<file path="src/rtl/liquid_mixer.sv">
// liquid_mixer: two-liquid fill / mix / drain sequencer with a saturating
// load/up/down timer whose terminal flag paces the mix and drain phases.
// Optional emergency-stop state is built when LIQUID_MIXER_EMERGENCY_EN is
// defined; otherwise x10 is present on the port list but has no effect.
module liquid_mixer #(
  parameter int WIDTH    = 8,
  parameter int TERMINAL = 10
) (
  input  logic             clk,
  input  logic             rst,
  input  logic             x0,
  input  logic             x1,
  input  logic             x2,
  input  logic             x10,
  output logic             y0,
  output logic             y1,
  output logic             y2,
  output logic             y3,
  output logic [WIDTH-1:0] counter,
  output logic             counter_done,
  input  logic             enable,
  input  logic             load,
  input  logic             direction,
  input  logic [WIDTH-1:0] load_value
);

  localparam logic [WIDTH-1:0] TERM_V = WIDTH'(TERMINAL);
  localparam logic [WIDTH-1:0] MAX_V  = '1;

  typedef enum logic [2:0] {
    IDLE   = 3'd0,
    FILL_A = 3'd1,
    FILL_B = 3'd2,
    MIX    = 3'd3,
    DRAIN  = 3'd4
`ifdef LIQUID_MIXER_EMERGENCY_EN
    ,EMERG = 3'd5
`endif
  } state_t;

  state_t           state_q, state_d;
  logic [WIDTH-1:0] counter_q, counter_d;
  logic             done_q;
  logic             done_rise;
  logic             y0_q, y1_q, y2_q, y3_q;

`ifndef LIQUID_MIXER_EMERGENCY_EN
  // Without the emergency feature the stop button is deliberately ignored.
  logic unused_x10;
  assign unused_x10 = x10;
`endif

  // Terminal flag follows the current counting direction.
  always_comb begin
    counter_done = direction ? (counter_q == TERM_V) : (counter_q == '0);
  end

  assign done_rise = counter_done & ~done_q;

  // Counter next value: load beats enable; stop at the terminal and never wrap.
  always_comb begin
    counter_d = counter_q;
    if (load) begin
      counter_d = load_value;
    end else if (enable && !counter_done) begin
      if (direction) begin
        if (counter_q != MAX_V) counter_d = counter_q + 1'b1;
      end else begin
        counter_d = counter_q - 1'b1;
      end
    end
  end

  // Counter and the delayed terminal flag used for edge detection.
  always_ff @(posedge clk) begin
    if (rst) begin
      counter_q <= '0;
      done_q    <= 1'b0;
    end else begin
      counter_q <= counter_d;
      done_q    <= counter_done;
    end
  end

  // Sequencer next state; each fill sensor only matters in its own state.
  always_comb begin
    state_d = state_q;
    case (state_q)
      IDLE:    if (x0)        state_d = FILL_A;
      FILL_A:  if (x1)        state_d = FILL_B;
      FILL_B:  if (x2)        state_d = MIX;
      MIX:     if (done_rise) state_d = DRAIN;
      DRAIN:   if (done_rise) state_d = IDLE;
`ifdef LIQUID_MIXER_EMERGENCY_EN
      EMERG:   if (!x10)      state_d = IDLE;
`endif
      default:                state_d = IDLE;
    endcase
`ifdef LIQUID_MIXER_EMERGENCY_EN
    if (x10) state_d = EMERG;
`endif
  end

  // State register with valve/motor outputs decoded from the next state so
  // they are registered yet appear together with the new state.
  always_ff @(posedge clk) begin
    if (rst) begin
      state_q <= IDLE;
      y0_q    <= 1'b0;
      y1_q    <= 1'b0;
      y2_q    <= 1'b0;
      y3_q    <= 1'b0;
    end else begin
      state_q <= state_d;
      y0_q    <= (state_d == FILL_A);
      y1_q    <= (state_d == FILL_B);
      y3_q    <= (state_d == MIX);
`ifdef LIQUID_MIXER_EMERGENCY_EN
      y2_q    <= (state_d == DRAIN) || (state_d == EMERG);
`else
      y2_q    <= (state_d == DRAIN);
`endif
    end
  end

  assign y0      = y0_q;
  assign y1      = y1_q;
  assign y2      = y2_q;
  assign y3      = y3_q;
  assign counter = counter_q;

endmodule

</file>
<file path="config.mk">
export PLATFORM = sky130hd
export DESIGN_NAME = liquid_mixer
export DESIGN_NICKNAME = d
export VERILOG_FILES = /design/src/rtl/liquid_mixer.sv
export SDC_FILE = /design/constraint.sdc
export NUM_CORES = 1
export LEC_CHECK = 0
export CAP_MARGIN = 5
export CORE_MARGIN = 2
export CORE_UTILIZATION = 45
export DETAILED_ROUTE_END_ITERATION = 12
export PLACE_DENSITY_LB_ADDON = 0.3
export SETUP_SLACK_MARGIN = 0.2
export SLEW_MARGIN = 0
export SYNTH_ARGS = -nofsm -noshare
export SYNTH_HDL_FRONTEND = slang
export SYNTH_SLANG_ARGS = --single-unit
</file>
<file path="constraint.sdc">
create_clock -name clk -period 2.6 [get_ports clk]
set_clock_uncertainty 0.05 [all_clocks]
set_input_delay 0.52 -clock clk [delete_from_list [all_inputs] [get_ports clk]]
set_output_delay 0.52 -clock clk [all_outputs]
set_load 0.01 [all_outputs]
</file>
==> results.sh, run 1 <==
export IMPL_core_area_sq_um=2210
export IMPL_drt_iter0_drc=30
export IMPL_synth_area_leader_cell="dfxtp_1"
export IMPL_die_w_um=52.6
export IMPL_viasPerCell=5.70
export IMPL_synth_top_area_share_pct=30.2
export IMPL_wl_per_cell_um=14.4
export IMPL_hold_path_class="reg2reg"
export IMPL_slowest_stage="clkdlybuf4s50_1"
export IMPL_antenna_found_initial=0
export IMPL_dpl_hpwl_um=2130
export IMPL_r2r_start="counter[1]"
export IMPL_rows=17
export IMPL_overflow=0
export IMPL_slew_violations=0
export IMPL_grt_util_all_layers_pct=22.0
export IMPL_max_freq_mhz=420
export IMPL_peakVddDrop_mv=0.250
export IMPL_drv_cap=0
export IMPL_clock_sinks=16
export IMPL_hold_viol=0
export IMPL_yosysWarningCount=0
export IMPL_grt_pass1_vias=1067
export IMPL_end_kind="flip-flop"
export IMPL_synth_area_leaders="dfxtp_1 (30%), ha_1 (7.1%), nor2_1 (4.6%), a21oi_1 (3.8%), inv_1 (2.8%)"
export IMPL_synth_ff_type="dfxtp_1"
export IMPL_placed_cells=189
export IMPL_io_pins=30
export IMPL_seq_area_frac_synth_pct=30.2
export IMPL_final_nets=190
export IMPL_critPathMostFrequentCell="buf_4"
export IMPL_synth_fp_nets=146
export IMPL_netlist_instances=122
export IMPL_dr_pass1_iters=4
export IMPL_instances_no_fill=192
export IMPL_hp_start="state_q[2]"
export IMPL_crit_arrival_ps=2520
export IMPL_cts_max_path_buffers=2
export IMPL_critPathMaxStageDelay_ps=490
export IMPL_num_fill_cells=180
export IMPL_wl_um=2760
export IMPL_hold_buffers=0
export IMPL_p_leak_uw=0.000621
export IMPL_ys_types=45
export IMPL_cts_inserted_buffers=3
export IMPL_drc=0
export IMPL_cp_max_fo=6
export IMPL_worstSetupStartpointType="input pin"
export IMPL_clk_pin_slew_ps=80
export IMPL_status="complete, no violations"
export IMPL_antennaDiodeCount=0
export IMPL_start_util_pct=48.0
export IMPL_power_density_nw_per_um2=450
export IMPL_critical_path_class="in2reg"
export IMPL_synth_edf_count=0
export IMPL_cts_tree="done"
export IMPL_finalSetupViolations=0
export IMPL_worst_pin_slew_ps=501
export IMPL_antenna_left=0
export IMPL_grt_pass1_wl_um=4570
export IMPL_utilization_pct=70.9
export IMPL_required_ps=2740
export IMPL_maxSlewHeadroom_pct=66.5
export IMPL_min_period_ps=2380
export IMPL_grt_setup_unrepaired="yes"
export IMPL_clock_latency_ps=280
export IMPL_synth_area_sq_um=1060
export IMPL_dieArea_sq_um=2770
export IMPL_fin_crit_sh_pct=91.6
export IMPL_num_vias=1095
export IMPL_root_buffer="clkbuf_4"
export IMPL_drive_gt1_share_pct=21.3
export IMPL_syn_avg_cell_area_sq_um=8.71
export IMPL_die_height_um=52.6
export IMPL_async_flop_share_pct=0
export IMPL_gp_congestion=0.823
export IMPL_startpoint="direction"
export IMPL_grt_start_max_net_pins=15
export IMPL_syn_to_final_growth_pct=47.7
export IMPL_ys_seq_elements=16
export IMPL_portBuffers=28
export IMPL_htreeDepth=1
export IMPL_path_cells="clkdlybuf4s50_1 -> inv_2 -> buf_4 -> ha_1 -> buf_4 -> a21oi_4 -> o2111a_1 -> o31ai_2 -> a221oi_1"
cells by family after synthesis:
family / synth area share, %
buffers and inverters: 4.36
XOR/XNOR: 3.30
multiplexers: 1.88
AND/OR/NAND/NOR: 22.7
adder cells (fa/ha/maj): 8.95
flip-flops: 30.2
AO/OA/AOI/OAI: 28.6
cells in the final DEF (no fill, tap or decap), types with 2 or more instances in the layout:
cell type | Yosys | final
clkbuf_4 | 0 | 3
dfxtp_1 | 16 | 16
mux2i_1 | 2 | 2
buf_4 | 0 | 14
a311oi_1 | 3 | 3
nor2_1 | 13 | 13
o21ai_2 | 0 | 2
ha_1 | 6 | 5
a21oi_2 | 0 | 2
inv_1 | 8 | 7
a21o_1 | 3 | 3
nand2b_1 | 4 | 4
xnor2_1 | 3 | 3
a211oi_1 | 3 | 3
o31ai_1 | 3 | 2
a21boi_0 | 2 | 2
nand3b_1 | 3 | 3
a221oi_1 | 2 | 2
a21oi_1 | 8 | 5
clkdlybuf4s50_1 | 0 | 27
nand2_1 | 8 | 8
o21ai_0 | 4 | 2
Yosys cell counts (2+ instances only):
cell type / n
ha_1: 6
a221oi_1: 2
nor3_1: 2
nand2_1: 8
mux2i_1: 2
a21boi_0: 2
dfxtp_1: 16
a211oi_1: 3
nand2b_1: 4
clkbuf_1: 2
a21oi_1: 8
o2111a_1: 2
a311oi_1: 3
a21o_1: 3
nor2_1: 13
xnor2_1: 3
nand3b_1: 3
o31ai_1: 3
o21ai_0: 4
inv_1: 8
power breakdown:
group,switching (uW),internal (uW),leakage [uW]
sequential,30.8,264,0.000132
clock,69.6,53.7,0.0000138
combinational,131,157,0.000475
per-layer routing:
metal	GRT usage (%)	part of all wire (%)
met1	27.1	43
met5	0	0
met2	39.0	52
met4	8.55	1.6
met3	2.00	3.3
flip-flops by register name, indices dropped and copies added, names as in the netlist:
signal	count
y0	1
done_q	1
counter	8
y3	1
y1	1
state_q	3
y2	1
path summary, 6_finish.rpt:
kind	endpoint	slack, ps	cells after the start
worst min-delay path	y3	470	1
worst min register to register	y3	470	1
worst max register to register	counter[7]	550	6
worst max-delay path	counter[6]	220	9
repair_timing:
action                     in CTS  in global routing
resized for setup               7                 12
setup endpoints to repair       5                  3
pin swaps                       1                  4
setup buffers                   0                  0
through the flow:
step           worst slack (ps)  TNS, ps  instance area [sq um]  total power, uW  hold slack (ps)
6_report                    220        0                   1570              706              472
5_1_grt                     146        0                   1570              759              509
4_1_cts                     129        0                   1510              688              470
3_5_place_dp               -302     -849                   1470              561              456
3_3_place_gp               -172     -486                   1470              549              434
2_1_floorplan               332        0                   1060              442              395
critical path: cells and delay by family:
family | cells | cell delay, ps
buffers and inverters | 4 | 900
AOI/OAI and AO/OA | 4 | 760
adders and majority gates | 1 | 320
layout make-up:
cell class                      count  area, sq um  share of cell area (%)
Sequential cell                    16          320                    20.4
Clock buffer                        3         22.5                    1.44
Inverter                            9         33.8                    2.15
Tap cell                           28         35.0                    2.23
Timing Repair Buffer               42          384                    24.5
Multi-Input combinational cell     94          773                    49.3
No activity file was read; power rests on OpenSTA's default activity.
==> run 2: changes to the inputs <==
--- a/config.mk
+++ b/config.mk
@@ -8,6 +8,7 @@
 export CAP_MARGIN = 5
 export CORE_MARGIN = 2
 export CORE_UTILIZATION = 45
+export CTS_CLUSTER_DIAMETER = 80
 export DETAILED_ROUTE_END_ITERATION = 12
 export PLACE_DENSITY_LB_ADDON = 0.3
 export SETUP_SLACK_MARGIN = 0.2
==> results of run 2 <==
Final layout, timing and power as in run 1 (identical DEF).
==> run 3: changes to the inputs <==
==> constraint.sdc (replaced) <==
create_clock -name clk -period 2.6 [get_ports clk]
set_clock_uncertainty 0.05 [all_clocks]
set_input_delay 0.52 -clock clk [delete_from_list [all_inputs] [get_ports clk]]
set_output_delay 0.52 -clock clk [all_outputs]
set_load 0.02 [all_outputs]
==> run 3 against run 2 <==
Net effect: sequential power about the same; maximum frequency up 17%; first-iteration DRC count decreased by 37%; final cell count unchanged; total power grew 0.78%; die area is the same; global-route usage grew 0.18 points; wire length fell by 0.73%; critical path depth unchanged; final area shrank 1.6%; critical path type unchanged; largest cell class unchanged.
==> results.sh, run 3 (synthesis gave the netlist of run 1 again) <==
export IMPL_status="complete, no violations"
export IMPL_cts_inserted_buffers=3
export IMPL_max_freq_mhz=492
export IMPL_setup_tns_ps=0
export IMPL_htreeDepth=1
export IMPL_wl_um=2740
export IMPL_power_total_uw=711
export IMPL_antenna_left=0
export IMPL_peakVddDrop_mv=0.259
export IMPL_overflow=0
export IMPL_hold_viol=0
export IMPL_clk_pin_slew_ps=80
export IMPL_syn_to_final_growth_pct=45.3
export IMPL_rows=17
export IMPL_root_buffer="clkbuf_4"
export IMPL_min_period_ps=2030
export IMPL_hold_path_class="reg2reg"
export IMPL_antennaDiodeCount=0
export IMPL_grt_util_all_layers_pct=22.1
export IMPL_final_cell_mix="clkdlybuf4s50_1 (26), dfxtp_1 (16), buf_4 (14)"
export IMPL_crit_arrival_ps=2170
export IMPL_drt_iter0_drc=19
export IMPL_regArea_sq_um=320
export IMPL_antenna_found_initial=0
export IMPL_grt_setup_unrepaired="no"
export IMPL_dr_pass1_iters=4
export IMPL_drive_gt1_share_pct=20.1
export IMPL_viasPerCell=5.78
export IMPL_grt_pass1_vias=1075
export IMPL_clock_sinks=16
export IMPL_maxSlewHeadroom_pct=66.5
export IMPL_p_leak_uw=0.000621
export IMPL_grt_pass1_wl_um=4610
export IMPL_p_switching_uw=241
export IMPL_finalSetupViolations=0
export IMPL_pwr_share_seq_pct=41.3
export IMPL_gp_congestion=0.823
export IMPL_layout_setup_ws_ps=566
export IMPL_die_w_um=52.6
export IMPL_slew_violations=0
export IMPL_dieArea_sq_um=2770
export IMPL_pwr_share_comb_pct=40.9
export IMPL_dpl_hpwl_um=2130
export IMPL_drv_cap=0
export IMPL_end_kind="flip-flop"
export IMPL_clock_power_share_pct=17.7
export IMPL_cts_tree="done"
export IMPL_pre_cts_slack_ps=-302
export IMPL_die_height_um=52.6
export IMPL_num_fill_cells=184
export IMPL_p_int_uw=470
export IMPL_power_density_nw_per_um2=461
export IMPL_cts_max_path_buffers=2
export IMPL_io_pins=30
export IMPL_drc=0
export IMPL_num_vias=1110
export IMPL_core_area_sq_um=2210
export IMPL_worstSetupStartpointType="input pin"
export IMPL_portBuffers=28
export IMPL_required_ps=2740
export IMPL_cp_max_fo=6
export IMPL_swShare_pct=33.9
export IMPL_postCtsSetupBuffers=0
export IMPL_hold_buffers=0
export IMPL_start_util_pct=48.0
export IMPL_r2r_setup_slack_ps=590
export IMPL_wl_per_cell_um=14.3
export IMPL_final_nets=190
export IMPL_largest_reg_flops=8
export IMPL_grt_start_max_net_pins=15
export IMPL_worst_pin_slew_ps=501
export IMPL_clock_latency_ps=290
export IMPL_critical_path_class="in2reg"
export IMPL_fin_crit_sh_pct=78.2
export IMPL_multi_input_area_sq_um=747
export IMPL_final_common_cell="clkdlybuf4s50_1"
run 3: layer usage:
metal	GRT usage (%)	vias to the layer above	routed length (um)
met3	2.00	7	84
met2	39.4	28	1380
met4	8.55	0	58
li1	-	545	-
met5	0	-	0
met1	27.2	530	1210
run 3: worst paths after layout:
check | startpoint | cells after the start | to
setup reg to reg | counter[1] | 6 | counter[7]
hold reg to reg | state_q[2] | 1 | y3
setup / recovery | direction | 9 | counter[6]
hold / removal | state_q[2] | 1 | y3
run 3: layout make-up:
cell class              instances  area share (%)
well taps                      28            2.27
flip-flops and latches         16            20.7
inverters                       9            2.35
clock buffers                   3            1.46
repair buffers                 42            24.8
multi-input cells              94            48.4
run 3: through the flow:
stage               hold slack, ps  std cells  cell area (sq um)  util [%]
floorplan                      395        122               1060         -
global placement               434        189               1470      66.5
detailed placement             456        189               1470      66.5
CTS                            470        192               1510      68.0
global route                   509        192               1540      69.8
finish                         473        192               1540      69.8
run 3: worst max-delay path, stage by stage:
cell            delay, ps
dlymetal6s2s_1        150
inv_4                  80
buf_4                 150
ha_1                  310
a21o_1                200
a21oi_2               200
o2111a_1              200
o31ai_1                90
a221oi_1              270
run 3: power by group through the flow:
stage | Clock, uW | Sequential [uW] | Combinational (uW)
3_3_place_gp | 0 | 297 | 264
5_1_grt | 144 | 298 | 319
2_1_floorplan | 0 | 310 | 143
3_5_place_dp | 0 | 298 | 274
4_1_cts | 127 | 293 | 281
6_report | 126 | 294 | 291
run 3: repair_timing:
item                       4_1_cts  5_1_grt
hold endpoints to repair         0        0
setup endpoints to repair        5        4
resized for setup                8       10
pin swaps                        0        2
